<file path="config.mk">
export PLATFORM = sky130hd
export DESIGN_NAME = uart_tx_param
export DESIGN_NICKNAME = d
export VERILOG_FILES = /design/src/rtl/uart_tx_param.sv
export SDC_FILE = /design/constraint.sdc
export NUM_CORES = 1
export LEC_CHECK = 0
export BUFFER_PORTS_ARGS = -buffer_cell sky130_fd_sc_hd__buf_2
export CAP_MARGIN = 30
export CORE_AREA = 2 2 48 50
export DETAILED_ROUTE_END_ITERATION = 12
export DIE_AREA = 0 0 50 52
export PLACE_DENSITY = 0.83
export RECOVER_POWER = 25
export SKIP_LAST_GASP = 1
export SLEW_MARGIN = 15
export SYNTH_ARGS = -nofsm -noshare
export SYNTH_HDL_FRONTEND = slang
export SYNTH_SLANG_ARGS = --single-unit
</file>
<file path="constraint.sdc">
create_clock -name clk -period 1.9 [get_ports clk]
set_input_delay 0.57 -clock clk [delete_from_list [all_inputs] [get_ports clk]]
set_output_delay 0.57 -clock clk [all_outputs]
set_load 0.02 [all_outputs]
</file>
<file path="src/rtl/uart_tx_param.sv">
// +----------------------------------------------------------------------+
// | uart_tx_param: parametrised UART transmitter with valid/ready input  |
// | handshake, optional parity and 1 or 2 stop bits.                     |
// | Revision: 1.0                                                        |
// +----------------------------------------------------------------------+
`default_nettype none

module uart_tx_param #(
  parameter int DATA_BITS    = 8,
  parameter int CLKS_PER_BIT = 16,
  parameter int PARITY       = 0,
  parameter int STOP_BITS    = 1
) (
  input  logic                 clk,
  input  logic                 rst,
  input  logic                 tx_valid,
  input  logic [DATA_BITS-1:0] tx_data,
  output logic                 tx_ready,
  output logic                 tx,
  output logic                 busy
);

  localparam int BAUD_W = $clog2(CLKS_PER_BIT);
  localparam int BIT_W  = $clog2(DATA_BITS);
  localparam logic [BAUD_W-1:0] BAUD_LAST = BAUD_W'(CLKS_PER_BIT - 1);
  localparam logic [BIT_W-1:0]  BIT_LAST  = BIT_W'(DATA_BITS - 1);
  localparam logic [BIT_W-1:0]  STOP_LAST = BIT_W'(STOP_BITS - 1);

  generate
    if (DATA_BITS < 5 || DATA_BITS > 9 || CLKS_PER_BIT < 2 ||
        PARITY < 0 || PARITY > 2 || STOP_BITS < 1 || STOP_BITS > 2) begin : g_param_check
      $error("uart_tx_param: illegal parameter combination");
    end
  endgenerate

  typedef enum logic [2:0] {
    S_IDLE   = 3'd0,
    S_START  = 3'd1,
    S_DATA   = 3'd2,
    S_PARITY = 3'd3,
    S_STOP   = 3'd4
  } state_t;

  state_t               state_q, state_d;
  logic [BAUD_W-1:0]    baud_q, baud_d;
  logic [BIT_W-1:0]     bit_q, bit_d;
  logic [DATA_BITS-1:0] shift_q, shift_d;
  logic                 par_q, par_d;
  logic                 tx_q, tx_d;

  logic baud_last;
  logic accept;

  assign baud_last = (baud_q == BAUD_LAST);
  assign tx_ready  = (state_q == S_IDLE) ||
                     ((state_q == S_STOP) && (bit_q == STOP_LAST) && baud_last);
  assign accept    = tx_valid && tx_ready;
  assign tx        = tx_q;
  assign busy      = (state_q != S_IDLE);

  always_comb begin
    state_d = state_q;
    baud_d  = baud_q;
    bit_d   = bit_q;
    shift_d = shift_q;
    par_d   = par_q;
    tx_d    = tx_q;

    if (state_q != S_IDLE) begin
      baud_d = baud_last ? '0 : baud_q + BAUD_W'(1);
    end

    case (state_q)
      S_IDLE: tx_d = 1'b1;
      S_START: begin
        if (baud_last) begin
          state_d = S_DATA;
          tx_d    = shift_q[0];
          shift_d = shift_q >> 1;
        end
      end
      S_DATA: begin
        if (baud_last) begin
          if (bit_q == BIT_LAST) begin
            bit_d = '0;
            if (PARITY != 0) begin
              state_d = S_PARITY;
              tx_d    = par_q;
            end else begin
              state_d = S_STOP;
              tx_d    = 1'b1;
            end
          end else begin
            bit_d   = bit_q + BIT_W'(1);
            tx_d    = shift_q[0];
            shift_d = shift_q >> 1;
          end
        end
      end
      S_PARITY: begin
        if (baud_last) begin
          state_d = S_STOP;
          tx_d    = 1'b1;
        end
      end
      S_STOP: begin
        if (baud_last) begin
          if (bit_q == STOP_LAST) begin
            state_d = S_IDLE;
            bit_d   = '0;
          end else begin
            bit_d = bit_q + BIT_W'(1);
          end
        end
      end
      default: begin
        state_d = S_IDLE;
        tx_d    = 1'b1;
      end
    endcase

    // Accept is only possible in IDLE or the final stop cycle; it overrides both.
    if (accept) begin
      state_d = S_START;
      tx_d    = 1'b0;
      baud_d  = '0;
      bit_d   = '0;
      shift_d = tx_data;
      par_d   = (PARITY == 1) ? ~^tx_data : ^tx_data;
    end
  end

  always_ff @(posedge clk) begin
    if (rst) begin
      state_q <= S_IDLE;
      baud_q  <= '0;
      bit_q   <= '0;
      shift_q <= '0;
      par_q   <= 1'b0;
      tx_q    <= 1'b1;
    end else begin
      state_q <= state_d;
      baud_q  <= baud_d;
      bit_q   <= bit_d;
      shift_q <= shift_d;
      par_q   <= par_d;
      tx_q    <= tx_d;
    end
  end

endmodule

`default_nettype wire

</file>
# After elaboration in Yosys (flattened, before gate mapping)

Cells that the tools add are included.

Register bits: 19
Latch bits: 0
Memory bits (writable): 0
Memory bits (read-only): 0
Output and inout bits: 3
Logic and storage cells: 70
Memories: 0

$add $sub $neg: 2
Multiply operators: 0
Div/mod/pow operators: 0
Order comparisons: 0
Equality and inequality tests: 21
Shift operators: 0
Muxes and demuxes: 25
Bitwise gates (word level): 1
Reductions and logical operators: 15

Operators with widths:

| cell                | count |
|---|---|
| $mux 8              | 4 |
| $mux 3              | 10 |
| $ne 3x3->1 const B  | 6 |
| $pmux 8 s2          | 1 |
| $pmux 3 s5          | 1 |
| $ne 2x2->1 const B  | 7 |
| $reduce_and 7->1    | 2 |
| $reduce_and 4->1    | 2 |
| $eq 3x2->1 const B  | 2 |
| $eq 3x3->1 const B  | 2 |
| $logic_not 3->1     | 2 |
| $mux 1              | 6 |
| $pmux 3 s2          | 1 |
| $reduce_bool 3->1   | 2 |
| $add 4x1->4 const B | 1 |
| $eq 4x4->1 const B  | 1 |
| $mux 4              | 1 |
| $pmux 1 s4          | 1 |
| $add 3x1->3 const B | 1 |
| $eq 3x1->1 const B  | 1 |
| $logic_and 1x1->1   | 3 |
| $ne 3x2->1 const B  | 1 |
| $reduce_and 3->1    | 1 |
| $ne 2x1->1 const B  | 1 |
| other kinds (4)     | 4 |

# Logic depth before layout (Yosys ltp)

Depth in word-level cells: 7
Mapped depth: 7

# Worst setup path before layout

OpenSTA, ideal clock, no wires.

Path kind: flip-flop to output port
Start: register baud_q[0]
End: output port tx_ready
Arrival: 1.332 ns
Path slack: -0.002 ns
Stages on the path, launching flop included: 5
Path buffers: 0
Cell sequence: dfxtp_1 -> ha_1 -> and2_1 -> a31oi_1 -> nor3_1

Longest elaborated chain between the ends: 3

RTL lines:

| what                   | line | source |
|---|---|---|
| from (decl)            | 45   | `logic [BAUD_W-1:0] baud_q, baud_d;` |
| from (signal assigned) | 143  | `baud_q <= baud_d;` |
| $eq 4x4->1             | 54   | `assign baud_last = (baud_q == BAUD_LAST);` |
| $logic_and 1x1->1      | 56   | `((state_q == S_STOP) && (bit_q == STOP_LAST) && baud_last);` |
| $logic_or 1x1->1       | 55   | `assign tx_ready = (state_q == S_IDLE) \|\|` |
| to (decl)              | 18   | `output logic tx_ready,` |

Every way passes these cells.

# Worst setup path in the final report

Start: register bit_q[0]
End: output port tx_ready

Longest elaborated chain between the ends: 4

RTL lines:

| what                            | line | source |
|---|---|---|
| from (decl)                     | 46   | `logic [BIT_W-1:0] bit_q, bit_d;` |
| from (signal assigned)          | 144  | `bit_q <= bit_d;` |
| $logic_not 3->1                 | 56   |  |
| $logic_and 1x1->1 (2 in series) | 56   |  |
| $logic_or 1x1->1                | 55   |  |

Every way passes these cells.

==> impl_results.md <==
* Status: complete, but fails checks
* Failing checks: negative setup slack
* Final Setup Violations at 6
* Top FF cell, synth: dfxtp_1
* Total number of vias at 957
* Syn_area_per_cell at 8.69 sq um
* Clock skew at ~6.6 ps
* Leak at roughly 0.00055 uW
* Fmax at between 400 and 500 MHz
* Placeable Area at about 2100 sq um
* Tcrit/Tclk final at 108%
* Antenna violations before repair at 0
* P&R area growth vs syn at 30.9%
* Crit end category: output pin
* DRT Pass-1 Iters at 4
* Synth Instances at approximately 110
* Slew @ Worst Pin at 436 ps
* DRC at 0
* Setup crit start kind: flip-flop
* Worst Path Max Fanout at 2
* Antenna cells at 0
* # nets final at 155
* HP Start: shift_q[7]$_SDFFE_PP0P_
* Final-report hold violation count at 0
* Worst hold slack at ~500 ps
* Gp weighted congestion at approximately 0.86
* Ys async rst share at 0%
* Cell taking the most area after synthesis: dfxtp_1
* Final Slew Violations at 0
* Setup Crit Path Kind: flip-flop to output pin
* RSZ-0062 raised after global routing: true
* Synth Net Count at around 130
* Synth Register Bits at 19
* Reg2reg start: bit_q[0]$_SDFFE_PP0P_
* Clock sink total at 19
* CP Data Required Time at around 1300 ps
* H-tree depth at 1
* Dpl hpwl at approximately 1.5 mm
* Worst Path Arrival at ~1500 ps
* Sequential area share after synthesis at 38.4%
* Proportion of layout cells with a drive suffix above 1 at between 30% and 40%
* VDD IR max at 0.393 mV
* Most frequent cells in the layout: nor2_1 (15), dfxtp_1 (14), buf_4 (14)
* Hold EP: shift_q[7]$_SDFFE_PP0P_
* Starting Density at 47.1%
* Routed Antenna Nets at 0
* Largest net degree at the start of global routing at 14
* Placed cells at about 160
* Top-area cell type share of the netlist area at about two fifths
* First-pass GRT wire length at roughly 4 mm
* PD cells at 572 nW/um^2
* Post-synth EDFFs at 0
* Clock Latency Late Sink at between 200 and 300 ps
* Number of global-route vias before repair at between 900 and 1000
* Top post-synthesis cells by area: dfxtp_1 (38%), mux2i_1 (10%), nor2_1 (5.7%), a211oi_1 (5.3%), ha_1 (5.1%)
* Reg2reg path depth at 6
* Slack of the worst reg-to-reg path at -40 ps
* Port-buffer cells at 13
* CTS tree: built
* DP Worst Slack at -119 ps
* Mapped cell area at 991 sq um
* Hold Path Depth at 2
* Reg2reg end: shift_q[0]$_SDFFE_PP0P_
* Min Tclk post-route at 2050 ps
* Yosys cell types at 32
* CTS Buffer Depth at 2
* Die footprint at between 2000 and 3000 sq um
* Synthesis Warnings at 0
* Gr ovfl total at 0
* Ports at 14
* Hold Path Class: flip-flop to flip-flop
* Root buf cell: clkbuf_4
* Maxcap violations at 0
* Routed len/inst at about 15 um
* Slew HR at a little over two thirds
* Row cnt at 17
* GRT Util Overall at 19.8%
* Non-Filler Instances at between 150 and 200
* Cts hold-fix bufs at 0
* Most common cell after layout, fill and taps aside: nor2_1
* Die width at ~50 um
* Die Span Y at roughly 52 um
* Vias per inst at between 5 and 6
* Routed WL at 2.49 mm
* Iteration-0 DRC Markers at 24
* Final worst-path setup slack at -147 ps
* CTS buffer count at 3
* Clk pin slew, worst setup/hold paths at ~100 ps
-- what timing repair did --
| action | in CTS | in global routing |
|---|---|---|
| endpoints found under the setup margin | 12 | 14 |
| gates cloned | 1 | 0 |
| pin swaps | 7 | 8 |
| setup buffers | 2 | 3 |
| resized for setup | 25 | 2 |
-- metrics by stage --
| step | total power [uW] | TNS [ps] | instance area [sq um] | utilization, % |
|---|---|---|---|---|
| final | 743 | -249 | 1300 | 61.6 |
| after global routing | 767 | -774 | 1300 | 61.6 |
| after CTS | 742 | -330 | 1270 | 60.2 |
| after detailed placement | 536 | -490 | 1130 | 53.5 |
| after global placement | 529 | -145 | 1130 | 53.5 |
| after floorplan | 504 | 0 | 996 | - |
-- metal layers --
layer  up-vias  GRT usage [%]  part of all wire [%]  routed length [um]
met5         -              0                     0                   0
met4         0           9.26                   2.6                  65
met3        10           3.74                   4.7                 116
met2        32           35.1                    50                1250
met1       455           22.8                    43                1060
li1        460              -                     -                   -
-- worst max path at each step --
stage	startpoint	to	slack (ps)
floorplan	bit_q[0]$_SDFFE_PP0P_	shift_q[4]$_SDFFE_PP0P_	80
detailed placement	bit_q[0]$_SDFFE_PP0P_	shift_q[0]$_SDFFE_PP0P_	-120
global route	bit_q[0]$_SDFFE_PP0P_	tx_ready	-200
finish	bit_q[0]$_SDFFE_PP0P_	tx_ready	-150
CTS	bit_q[1]$_SDFFE_PP0P_	tx_ready	-170
global placement	bit_q[0]$_SDFFE_PP0P_	shift_q[6]$_SDFFE_PP0P_	-30
-- sequential cells by signal (all words and copies together), names as in the netlist --
name / flops
shift_q: 8
bit_q: 3
state_q: 3
tx: 1
baud_q: 4
-- cell usage after synthesis, drive strengths merged (2+ instances only) --
library cell	instances
a211oi	7
a21oi	8
a31oi	3
buf	6
clkbuf	2
dfxtp	19
ha	4
inv	3
mux2i	10
nand2	8
nand2b	3
nand3	4
nor2	15
nor3	4
or3	3
-- critical path, stage by stage, from the launching register on --
cell and delay [ps]:
dfxtp_2 340, buf_6 120, inv_4 50, ha_4 120
nor2b_4 160, a31oi_4 100, nor3_2 130, buf_4 160
-- power breakdown --
group | total [uW] | leakage (uW) | switching [uW] | internal (uW)
Clock | 203 | 0.0000177 | 125 | 78.3
Sequential | 436 | 0.000158 | 17.0 | 419
Combinational | 104 | 0.000374 | 57.7 | 46.1
-- cell families after synthesis --
group | after synthesis | synth area share [%]
AOI/OAI and AO/OA | 23 | 15.8
xor gates and xnor gates | 2 | 1.77
adders and majority gates | 4 | 5.05
buffers and inverters | 11 | 5.56
DFF | 19 | 38.4
muxes | 11 | 11.2
and+or+nand+nor | 44 | 22.2
-- cell type report --
| cell class | count | area, sq um |
|---|---|---|
| Fill cell | 165 | 808 |
| Multi-Input combinational cell | 85 | 646 |
| Sequential cell | 19 | 387 |
| Timing Repair Buffer | 28 | 186 |
| Tap cell | 28 | 35.0 |
| Clock buffer | 3 | 22.5 |
| Inverter | 3 | 16.3 |
| Clock inverter | 1 | 5.00 |
Note: power is estimated with default switching activity, not from simulation.
